**src/rtl/mem_access_unit.sv**
```systemverilog
// Load/store sequencer between the core and a 256x8 RAM with 1-cycle registered read.
// Latency: byte access done 3 edges after acceptance, word access 4 edges.
// Backpressure: ready low while busy; req is ignored (not queued) until ready returns.
module mem_access_unit (
    input  logic        clk,
    input  logic        rst,
    input  logic        req,
    input  logic        wr,
    input  logic        size,
    input  logic [7:0]  addr,
    input  logic [15:0] wdata,
    output logic        ready,
    output logic        done,
    output logic [15:0] rdata,
    output logic [7:0]  ram_addr,
    output logic        ram_we,
    output logic        ram_re,
    output logic [7:0]  ram_wdata,
    input  logic [7:0]  ram_rdata
);

    // IDLE: waiting; LO: low-byte strobe on the bus; HI: high-byte strobe on
    // the bus; FIN: last read byte arriving, request retires.
    typedef enum logic [1:0] {
        IDLE = 2'd0,
        LO   = 2'd1,
        HI   = 2'd2,
        FIN  = 2'd3
    } state_t;

    state_t      state, state_nxt;

    // Request fields frozen at acceptance so later input changes are ignored.
    logic        op_wr, op_wr_nxt;
    logic        op_size, op_size_nxt;
    logic [7:0]  op_addr, op_addr_nxt;
    logic [15:0] op_wdata, op_wdata_nxt;

    logic        ready_nxt;
    logic        done_nxt;
    logic [15:0] rdata_nxt;
    logic [7:0]  ram_addr_nxt;
    logic        ram_we_nxt;
    logic        ram_re_nxt;
    logic [7:0]  ram_wdata_nxt;

    // High-byte address wraps naturally in 8 bits (0xFF -> 0x00).
    logic [7:0]  op_addr_hi;
    assign op_addr_hi = op_addr + 8'd1;

    // State register plus every registered output; reset abandons any request.
    always_ff @(posedge clk or posedge rst) begin
        if (rst) begin
            state     <= IDLE;
            op_wr     <= 1'b0;
            op_size   <= 1'b0;
            op_addr   <= 8'h00;
            op_wdata  <= 16'h0000;
            ready     <= 1'b1;
            done      <= 1'b0;
            rdata     <= 16'h0000;
            ram_addr  <= 8'h00;
            ram_we    <= 1'b0;
            ram_re    <= 1'b0;
            ram_wdata <= 8'h00;
        end else begin
            state     <= state_nxt;
            op_wr     <= op_wr_nxt;
            op_size   <= op_size_nxt;
            op_addr   <= op_addr_nxt;
            op_wdata  <= op_wdata_nxt;
            ready     <= ready_nxt;
            done      <= done_nxt;
            rdata     <= rdata_nxt;
            ram_addr  <= ram_addr_nxt;
            ram_we    <= ram_we_nxt;
            ram_re    <= ram_re_nxt;
            ram_wdata <= ram_wdata_nxt;
        end
    end

    // Next-state and next-output decode; strobes default low, address/data hold.
    always_comb begin
        state_nxt     = state;
        op_wr_nxt     = op_wr;
        op_size_nxt   = op_size;
        op_addr_nxt   = op_addr;
        op_wdata_nxt  = op_wdata;
        ready_nxt     = ready;
        done_nxt      = 1'b0;
        rdata_nxt     = rdata;
        ram_addr_nxt  = ram_addr;
        ram_we_nxt    = 1'b0;
        ram_re_nxt    = 1'b0;
        ram_wdata_nxt = ram_wdata;

        unique case (state)
            IDLE: begin
                ready_nxt = 1'b1;
                if (req) begin
                    op_wr_nxt    = wr;
                    op_size_nxt  = size;
                    op_addr_nxt  = addr;
                    op_wdata_nxt = wdata;
                    ram_addr_nxt = addr;
                    if (wr) begin
                        ram_we_nxt    = 1'b1;
                        ram_wdata_nxt = wdata[7:0];
                    end else begin
                        ram_re_nxt    = 1'b1;
                    end
                    ready_nxt = 1'b0;
                    state_nxt = LO;
                end
            end

            LO: begin
                if (op_size) begin
                    ram_addr_nxt = op_addr_hi;
                    if (op_wr) begin
                        ram_we_nxt    = 1'b1;
                        ram_wdata_nxt = op_wdata[15:8];
                    end else begin
                        ram_re_nxt    = 1'b1;
                    end
                    state_nxt = HI;
                end else begin
                    state_nxt = FIN;
                end
            end

            HI: begin
                // Low byte of a word load is on ram_rdata this cycle.
                if (!op_wr) begin
                    rdata_nxt[7:0] = ram_rdata;
                end
                state_nxt = FIN;
            end

            FIN: begin
                // Final read byte is on ram_rdata this cycle.
                if (!op_wr) begin
                    if (op_size) begin
                        rdata_nxt[15:8] = ram_rdata;
                    end else begin
                        rdata_nxt = {8'h00, ram_rdata};
                    end
                end
                done_nxt  = 1'b1;
                ready_nxt = 1'b1;
                state_nxt = IDLE;
            end

            default: begin
                state_nxt = IDLE;
            end
        endcase
    end

endmodule

```
**config.mk**
```make
export PLATFORM = sky130hd
export DESIGN_NAME = mem_access_unit
export DESIGN_NICKNAME = d
export VERILOG_FILES = /design/src/rtl/mem_access_unit.sv
export SDC_FILE = /design/constraint.sdc
export NUM_CORES = 1
export LEC_CHECK = 0
export CAP_MARGIN = 20
export CORE_ASPECT_RATIO = 0.9
export CORE_UTILIZATION = 47
export DETAILED_ROUTE_END_ITERATION = 12
export PLACE_DENSITY_LB_ADDON = 0.2
export SLEW_MARGIN = 20
export SYNTH_ARGS = -nofsm -noshare
export SYNTH_HDL_FRONTEND = slang
export SYNTH_SLANG_ARGS = --single-unit
```
**constraint.sdc**
```tcl
create_clock -name clk -period 2.6 [get_ports clk]
set_input_delay 0.52 -clock clk [delete_from_list [all_inputs] [get_ports clk]]
set_output_delay 0.52 -clock clk [all_outputs]
set_load 0.1 [all_outputs]
```
# ---- Yosys cells after proc, flatten, opt, wreduce, memory -nomap -nowiden
# Cells that the tools add are included.
dict set report word_totals {
  register_bits 64
  in_bits 37
  output_inout_bits 36
  wordCells 63
}
dict set report op_classes {
  add_sub_neg 1
  eq_ne 10
  mux 29
  bitwise 1
  n_reduce_logical 9
}
# operator n
set ops {}
lappend ops {{8-bit two-way mux} 10}
lappend ops {{8-bit case mux with 2 select lines} 3}
lappend ops {{2-bit inequality test, second input constant} 7}
lappend ops {{1-bit two-way mux} 11}
lappend ops {{8-bit by 1-bit adder with 8-bit output, second input constant} 1}
lappend ops {{2-bit case mux with 4 select lines} 1}
lappend ops {{1-bit case mux with 2 select lines} 3}
lappend ops {{2-bit nonzero test} 3}
lappend ops {{5-bit AND reduction} 1}
lappend ops {{2-bit equality test, second input constant} 2}
lappend ops {{2-bit AND reduction} 2}
lappend ops {{4-bit AND reduction} 1}
lappend ops {{3-bit AND reduction} 1}
lappend ops {{2-bit by 1-bit equality test with 1-bit output, second input constant} 1}
lappend ops {{2-bit logical NOT} 1}
lappend ops {{2-bit two-way mux} 1}
lappend ops {{1-bit inverter} 1}

# ---- Logic depth before layout (Yosys ltp)
dict set report depth {
  word_depth 3
  mapped_depth 7
  ltp_nobuf 6
}

# ---- Least setup slack after synthesis
# OpenSTA, ideal clock, no wires.
dict set report synth_timing {
  kind {flip-flop to flip-flop}
  from {reg state[1]}
  to {reg ram_wdata[0]}
  setup_ns 0.125
  arrival_ns 1.708
  required_time_ns 2.475
  setup_slack_ns 0.766
  path_stages_with_launch 6
  path_buffers 1
  synth_period_minus_slack_ns 1.834
  cell_sequence {dfrtp_1 inv_1 ha_1 clkbuf_1 mux2_2 mux2_2}
}
dict set report synth_between {
  elab_chain_cells 3
  word_cells_on_any_way 9
  classes_between {5 x eq/ne; 1 x mux; 3 x reduce/logical}
}
# item line
set synth_lines {}
lappend synth_lines {{start: declaration} 31} ;# state_t state, state_nxt;
lappend synth_lines {{start signal: assignment} 67} ;# state <= state_nxt;
lappend synth_lines {{2-bit by 1-bit equality test with 1-bit output / 2-bit logical NOT (equally long branches)} 97} ;# unique case (state)
lappend synth_lines {{2-bit inequality test (no line) / 2-bit nonzero test (equally long branches)} -}
lappend synth_lines {{5-bit AND reduction (no line)} -}
lappend synth_lines {{end signal: assignment} 78} ;# ram_wdata <= ram_wdata_nxt;
lappend synth_lines {{end: declaration} 18} ;# output logic [7:0] ram_wdata,
# Several ways; a longest one is shown, not always the timed one.
# A chain may end at the register's enable or synchronous reset.

# ---- Worst setup path in the final report
dict set report layout_timing {
  from {reg state[0]}
  to {reg ram_wdata[6]}
}
# The elaborated chain is that of the path after synthesis.

==> out/metrics.yaml <==
outcome:
  outcome: "completed"
global_route:
  grtUsageTotal_pct: 20.0
  first_global_vias: 1728
  grt_antenna_before_repair: 0
  grt_max_degree: 28
  overflow: 0
  grt_first_pass_wirelength_um: 8560
clock_tree:
  cts_root_buf: "clkbuf_8"
  cts_hold_buf: 0
  post_cts_buffers: 0
  cts_tree: "built"
  clkTransAtPathRegs_ps: 100
  cts.sinks: 56
  cts.htree.levels: 2
  cts_resized: 0
  clockBufferDepth: 2
  numCtsBuffers: 5
  clk_latency_ps: 320
timing:
  finalSetupTns_ps: 0
  tightest_slew_ps: 551
  fmax_mhz: 501
  fin_crit_sh_pct: 76.7
  hold_viol: 0
  min_period_ps: 1990
  rsz0062_at_grt: "no"
  fin_worst_skew_ps: 10.8
  maxSlewViolCount: 0
  slew_headroom_pct: 63.2
  final-setup-viol-count: 0
setup_path:
  path_class: "reg2reg"
  critPathMaxFanout: 8
  crit_arrival_ps: 2210
  r2r_cells: 6
  cp.required_ps: 2810
  r2r_start: "state[0]$_DFFE_PP0P_"
  startpoint: "state[0]$_DFFE_PP0P_"
  end_kind: "flop"
  start_kind: "flop"
drt:
  routed_via_density: 5.06
  maxUsedRoutingLayer: "met4"
  drtIter0Drc: 48
  ant_nets: 0
  dr.pass1.iters: 4
  wl_met2_um: 2330
  remaining_drc_errors: 0
  routedWlPerCell_um: 14.6
  dr_total_vias: 1797
  wl_met3_um: 300
  met1_length_um: 2490
  wirelength_um: 5180
min_path:
  hold_class: "reg2reg"
  worstHoldPathCells: 2
  hold_start: "ready$_DFFE_PP1P_"
synth:
  yosysWarnings: 0
  ys_seq_area_share_pct: 55.6
  synthDominantCellAreaShare_pct: 54.5
  synth_largest_area_cell: "dfrtp_1"
  ys_ff_latch: 56
  synthesis.area_um2: 2520
  async_reset_ff_share_pct: 100
  ys.flop_type: "dfrtp_1"
  ys_types: 28
  synth_fp_nets: 254
  synth_cells: 210
  yosysMostFrequentCell: "dfrtp_1"
  synthTopCellsByCount: "55 x dfrtp_1, 41 x mux2_2, 33 x nand2_1"
  yosys-top-cells-area: "dfrtp_1 55%, mux2_2 18%, nand2_1 4.9%, o21ai_0 4.2%, ha_1 3.5%"
  synth.avg_cell_area_um2: 12.0
  synth_edf_count: 0
die:
  coreArea_um2: 5010
  die_h_um: 71.5
  fp.dieW_um: 79.2
  pin_count: 73
  die_area_um2: 5670
  fp-row-count: 24
  initial_core_util_pct: 50.3
layout:
  area_delta_synth_final_pct: 32.6
  layout-drive-gt1-share_pct: 33.8
  fin_nets: 333
  insertedDiodeCount: 0
placed_design:
  gp_congestion: 0.766
  port_buffers: 72
  hpwl_um: 3800
job:
  drv_cap: 0
-- cell families (layout without fill, tap and decap cells) --
family	after synthesis	in the layout	synth area share (%)
multiplexers	46	46	20.3
XOR/XNOR	3	3	1.04
AO/OA/AOI/OAI	29	29	7.09
buffers and inverters	12	92	1.83
flip-flops	56	56	55.6
AND/OR/NAND/NOR	57	57	10.7
adder cells (fa/ha/maj)	7	7	3.47
-- cell usage in the layout (no fill, tap or decap) --
cell	count
ha_1	7
clkbuf_1	1
clkdlybuf4s50_1	36
a31o_2	2
nand3_1	6
xnor2_1	3
nand2_1	33
nand2b_1	2
o211ai_4	1
or3_1	3
inv_2	1
clkinvlp_4	1
buf_4	42
nor2_2	1
clkinv_4	1
nor2b_1	2
dfstp_2	1
nor3b_1	1
mux2_2	41
nand2b_4	1
dfrtp_1	55
nand4_1	1
a32oi_1	1
a21oi_1	2
clkbuf_8	5
nor3_4	1
inv_1	5
mux2i_1	5
a22o_1	1
nor2_1	6
o21ai_0	21
o31ai_1	1
-- final timing paths --
path                                                  to  slack, ps
worst max-delay path            ram_wdata[6]$_DFFE_PP0P_        610
worst min-delay path                   ready$_DFFE_PP1P_        470
worst max register to register  ram_wdata[6]$_DFFE_PP0P_        610
worst min register to register         ready$_DFFE_PP1P_        470
max in group asynchronous        ram_addr[3]$_DFFE_PP0P_       1390
min in group asynchronous           rdata[0]$_DFFE_PP0P_        560
-- registers in the layout, indices dropped and copies added, names as in the netlist --
name	cells
rdata	16
op_addr	8
op_wdata	8
ram_addr	8
ram_wdata	8
state	2
done	1
op_size	1
op_wr	1
ram_re	1
ram_we	1
ready	1
-- routing by layer --
metal,global-route usage [%],vias to the layer above
met3,6.50,6
met1,28.4,868
li1,-,874
met2,29.6,49
met5,0,-
met4,5.45,0
-- worst max-delay path, cell delays in order (launching register included) --
cell and delay, ps:
dfrtp_1 410, inv_1 120, ha_1 310, nand2b_4 140, o211ai_4 90, nor3_4 420
mux2_2 390
-- area by class of cell --
type	count	area, µm²
Clock buffer	6	72.6
Clock inverter	2	16.3
Fill cell	396	1670
Inverter	6	22.5
Multi-Input combinational cell	142	1070
Sequential cell	56	1400
Tap cell	65	81.3
Timing Repair Buffer	78	676
-- per-stage QoR --
step | worst slack [ps] | utilization [%] | cells | instance area, µm² | hold WS (ps)
after detailed placement | 289 | 64.9 | 347 | 3260 | 464
after floorplan | 710 | - | 210 | 2520 | 474
after global placement | 347 | 64.9 | 347 | 3260 | 462
after global routing | 482 | 66.7 | 355 | 3350 | 494
after CTS | 580 | 66.7 | 355 | 3350 | 478
final | 605 | 66.7 | 355 | 3350 | 472
Power is left out: the tool's default activity adds up to more than one toggle a clock period on the data nets, which glitch-free logic cannot reach.
==> RTL change 1: new RTL, same settings <==
Encoding of `state_t`: now one-hot (4 bits for 4 states).
--- a/src/rtl/mem_access_unit.sv
+++ b/src/rtl/mem_access_unit.sv
@@ -22,9 +22,9 @@
     // IDLE: waiting; LO: low-byte strobe on the bus; HI: high-byte strobe on
     // the bus; FIN: last read byte arriving, request retires.
-    typedef enum logic [1:0] {
-        IDLE = 2'd0,
-        LO   = 2'd1,
-        HI   = 2'd2,
-        FIN  = 2'd3
+    typedef enum logic [3:0] {
+        IDLE = 4'b0001,
+        LO   = 4'b0010,
+        HI   = 4'b0100,
+        FIN  = 4'b1000
     } state_t;
 
Formal check against the unedited RTL: no difference found for any inputs over 10 cycles, from zero or initial values and one cycle with rst high; not proved beyond that.
==> RTL change 1 against the original RTL <==
  * Hold slack gained 0.0075 ns
  * Final area grew 2.8%
  * Setup slack lost 0.029 ns
  * Non-clock buffer count shrank 2
  * Routed wire length grew 5.4%
  * Sequential cell count grew 2
  * Sequential share of layout area grew 0.35 points
  * Synthesized area grew 1.7%
Power is left out: the tool's default activity adds up to more than one toggle a clock period on the data nets, which glitch-free logic cannot reach.
==> RTL change 1: results (changes against the original RTL) <==
CP max stage cell -> dfrtp_1
Seq/Total Area, Yosys -> 56.6% (+1.1 points)
Layout Nets -> 374 (+12%)
Final GP Congestion -> 0.788 (+2.9%)
Outcome -> finished, final reports clean
Reg clk slew, reported paths -> 0.06 ns (-0.04 ns)
Vias in the first global route -> 2018 (+17%)
DR iter-0 viols -> 79 (+65%)
Met3 Routed Length -> 235 um (-22%)
Total Routing Usage GR -> 21.7% (+1.7 points)
Unique masters post-synth -> 31 (+11%)
Worst-path fanout max -> 13 (+5)
Critical Path AT -> 2.24 ns (+0.03 ns)
Avg Vias per Cell -> 4.99 (-1.4%)
Met2 wire length -> 2.61 mm (+12%)
Largest net degree at the start of global routing -> 37 (+32%)
Dominant cells by area after synthesis -> dfrtp_1 55%, nand2_1 15%, mux2_4 4.7%
Reg2reg path depth -> 4 (-2)
Global Route met2 Usage -> 35.0% (+5.4 points)
CTS Buf Count -> 9 (+4)
Layout cells sized above 1 -> 22.1% (-12 points)
WL met1 -> 2.54 mm (+2.2%)
Synth top cells by count -> 106 x nand2_1, 56 x dfrtp_1, 16 x o21ai_0
DP Wirelength -> 3.78 mm (-0.51%)
Rel. slew slack -> 65.3% (+2.1 points)
First-pass GRT wire length -> 9.27 mm (+8.3%)
Met3 Use GR -> 7.67% (+1.2 points)
CTS H-Tree Depth -> 3 (+1)
Setup Skew -> 0.00746 ns (-0.00339 ns)
M1 GR Usage -> 27.0% (-1.4 points)
Reg-to-reg startpoint -> op_size$_DFFE_PP0P_
[RTL change 1: final cells by class]
cell class                 count  share of cell area, %
timing repair buffer          76                   19.6
multi-input combinational    184                   29.6
clock buffer                  12                   4.22
sequential                    58                   42.3
inverter                       7                  0.764
tap                           67                   2.44
clock inverter                 3                   1.16
[RTL change 1: kinds of logic after synthesis]
family                     synth area share, %
muxes                                     9.36
DFF                                       56.6
adders and majority gates                0.487
buffers and inverters                     4.00
xor gates and xnor gates                  2.05
and+or+nand+nor                           21.0
AOI/OAI and AO/OA                         6.48
[RTL change 1: per-stage QoR]
step	util, %	hold slack, ns	cells	setup slack [ns]	area [um^2]
6_report	65.5	0.480	407	0.576	3440
4_1_cts	65.5	0.480	407	0.570	3440
3_5_place_dp	61.9	0.463	392	0.260	3250
5_1_grt	65.5	0.512	407	0.473	3440
3_3_place_gp	61.9	0.457	392	0.281	3250
2_1_floorplan	-	0.446	262	0.655	2570
==> RTL change 2: new RTL, same flow settings <==
Without the edit above. `op_addr`, `op_wdata`, `rdata`, `ram_addr` and `ram_wdata` no longer have a reset.
--- a/src/rtl/mem_access_unit.sv
+++ b/src/rtl/mem_access_unit.sv
@@ -55,27 +55,25 @@
             op_wr     <= 1'b0;
             op_size   <= 1'b0;
-            op_addr   <= 8'h00;
-            op_wdata  <= 16'h0000;
             ready     <= 1'b1;
             done      <= 1'b0;
-            rdata     <= 16'h0000;
-            ram_addr  <= 8'h00;
             ram_we    <= 1'b0;
             ram_re    <= 1'b0;
-            ram_wdata <= 8'h00;
         end else begin
             state     <= state_nxt;
             op_wr     <= op_wr_nxt;
             op_size   <= op_size_nxt;
-            op_addr   <= op_addr_nxt;
-            op_wdata  <= op_wdata_nxt;
             ready     <= ready_nxt;
             done      <= done_nxt;
-            rdata     <= rdata_nxt;
-            ram_addr  <= ram_addr_nxt;
             ram_we    <= ram_we_nxt;
             ram_re    <= ram_re_nxt;
-            ram_wdata <= ram_wdata_nxt;
         end
+    end
+
+    always_ff @(posedge clk) begin
+        op_addr   <= op_addr_nxt;
+        op_wdata  <= op_wdata_nxt;
+        rdata     <= rdata_nxt;
+        ram_addr  <= ram_addr_nxt;
+        ram_wdata <= ram_wdata_nxt;
     end
 
Behaviour: not the same (a bounded check fails within 4 cycles, from zero or initial values and one cycle with rst high).
==> RTL change 2 against the original RTL <==
  * Sequential share of layout area increased by 12 points
  * Setup slack improved by 0.016 ns
  * Clock skew decreased by 0.0042 ns
  * Sequential cell count unchanged
  * Synthesized area decreased by 11%
  * Final area decreased by 8.2%
  * Core utilization increased by 1.2 points
  * Routed wire length decreased by 18%
  * Final cell count decreased by 19%
Power is left out: the tool's default activity adds up to more than one toggle a clock period on the data nets, which glitch-free logic cannot reach.
==> RTL change 2: results (changes against the original RTL) <==
Ys async rst share -> 14.3% (-86 points)
Mapped Cells -> 146 (-30%)
Placed insts -> 281 (-19%)
Synth Area in Adders -> 3.89% (+0.42 points)
Outcome -> finished, final reports clean
Largest net degree at the start of global routing -> 18 (-36%)
R2R Setup Slk -> 0.62 ns (+0.02 ns)
Signal inverters -> 8 (+2)
Setup Skew -> 0.00660 ns (-0.00425 ns)
Layout cells sized above 1 -> 26.9% (-6.9 points)
Met3 Routed Length -> 290 um (-3.3%)
Syn-to-layout area delta -> 36.3%
Compound-Gate Fraction of Synth Area -> 4.72% (-2.4 points)
Non-clk buf share -> 21.8% (+1.6 points)
DR iter-0 viols -> 92 (+92%)
Via count -> 1412 (-21%)
Rel. slew slack -> 54.8% (-8.4 points)
Post-placement worst setup slack -> 0.342 ns (+0.0524 ns)
Clock-cell share -> 2.89% (+0.24 points)
Final GP Congestion -> 0.802 (+4.7%)
Wirelength per Cell -> 14.7 um (+1.0%)
Reg2reg path depth -> 5 (-1)
Crit path largest cell delay -> 0.47 ns (+0.05 ns)
Layout Nets -> 270 (-19%)
Clk_lat worst skew -> 0.30 ns (-0.02 ns)
# fillers -> 320 (-19%)
M1 GR Usage -> 23.2% (-5.2 points)
Post-Synth XOR/XNOR Area -> 1.17% (+0.12 points)
Tmin final -> 1.98 ns (-0.0160 ns)
Synth top area share -> 64.0% (+9.4 points)
Worst min path class -> in -> async
Critical Path AT -> 2.00 ns (-0.21 ns)
Avg Vias per Cell -> 4.89 (-3.5%)
Mean Syn Cell Area -> 15.4 um^2 (+28%)
Multi-input gate area -> 563 um^2 (-48%)
-- RTL change 2: cell types whose count changed after synthesis, sizes merged, moves of 3 or more --
cell,change
a21oi,+3
a31oi,+3
nor2,+3
dfrtp,-48
o21ai,-16
nand2,-28
edfxtp,+48
mux2,-31
nand2b,-3
and2,+8
-- RTL change 2: worst min-delay path by stage --
stage | start | to | slack (ns)
after floorplan | rst | done$_DFF_PP0_ | 0.33
after global placement | ready$_DFFE_PP1P_ | ready$_DFFE_PP1P_ | 0.45
after detailed placement | ready$_DFFE_PP1P_ | ready$_DFFE_PP1P_ | 0.46
after CTS | rst | ram_we$_DFF_PP0_ | 0.46
after global routing | rst | ram_re$_DFF_PP0_ | 0.49
final | rst | ram_we$_DFF_PP0_ | 0.46
-- RTL change 2: critical path: cells and delay by family, from the launching register on --
kind / cells / cell delay, ns
compound gates: 1 / 0.35
fa+ha+maj: 1 / 0.27
buf+inv: 2 / 0.34
flops: 1 / 0.47
simple gates: 1 / 0.26
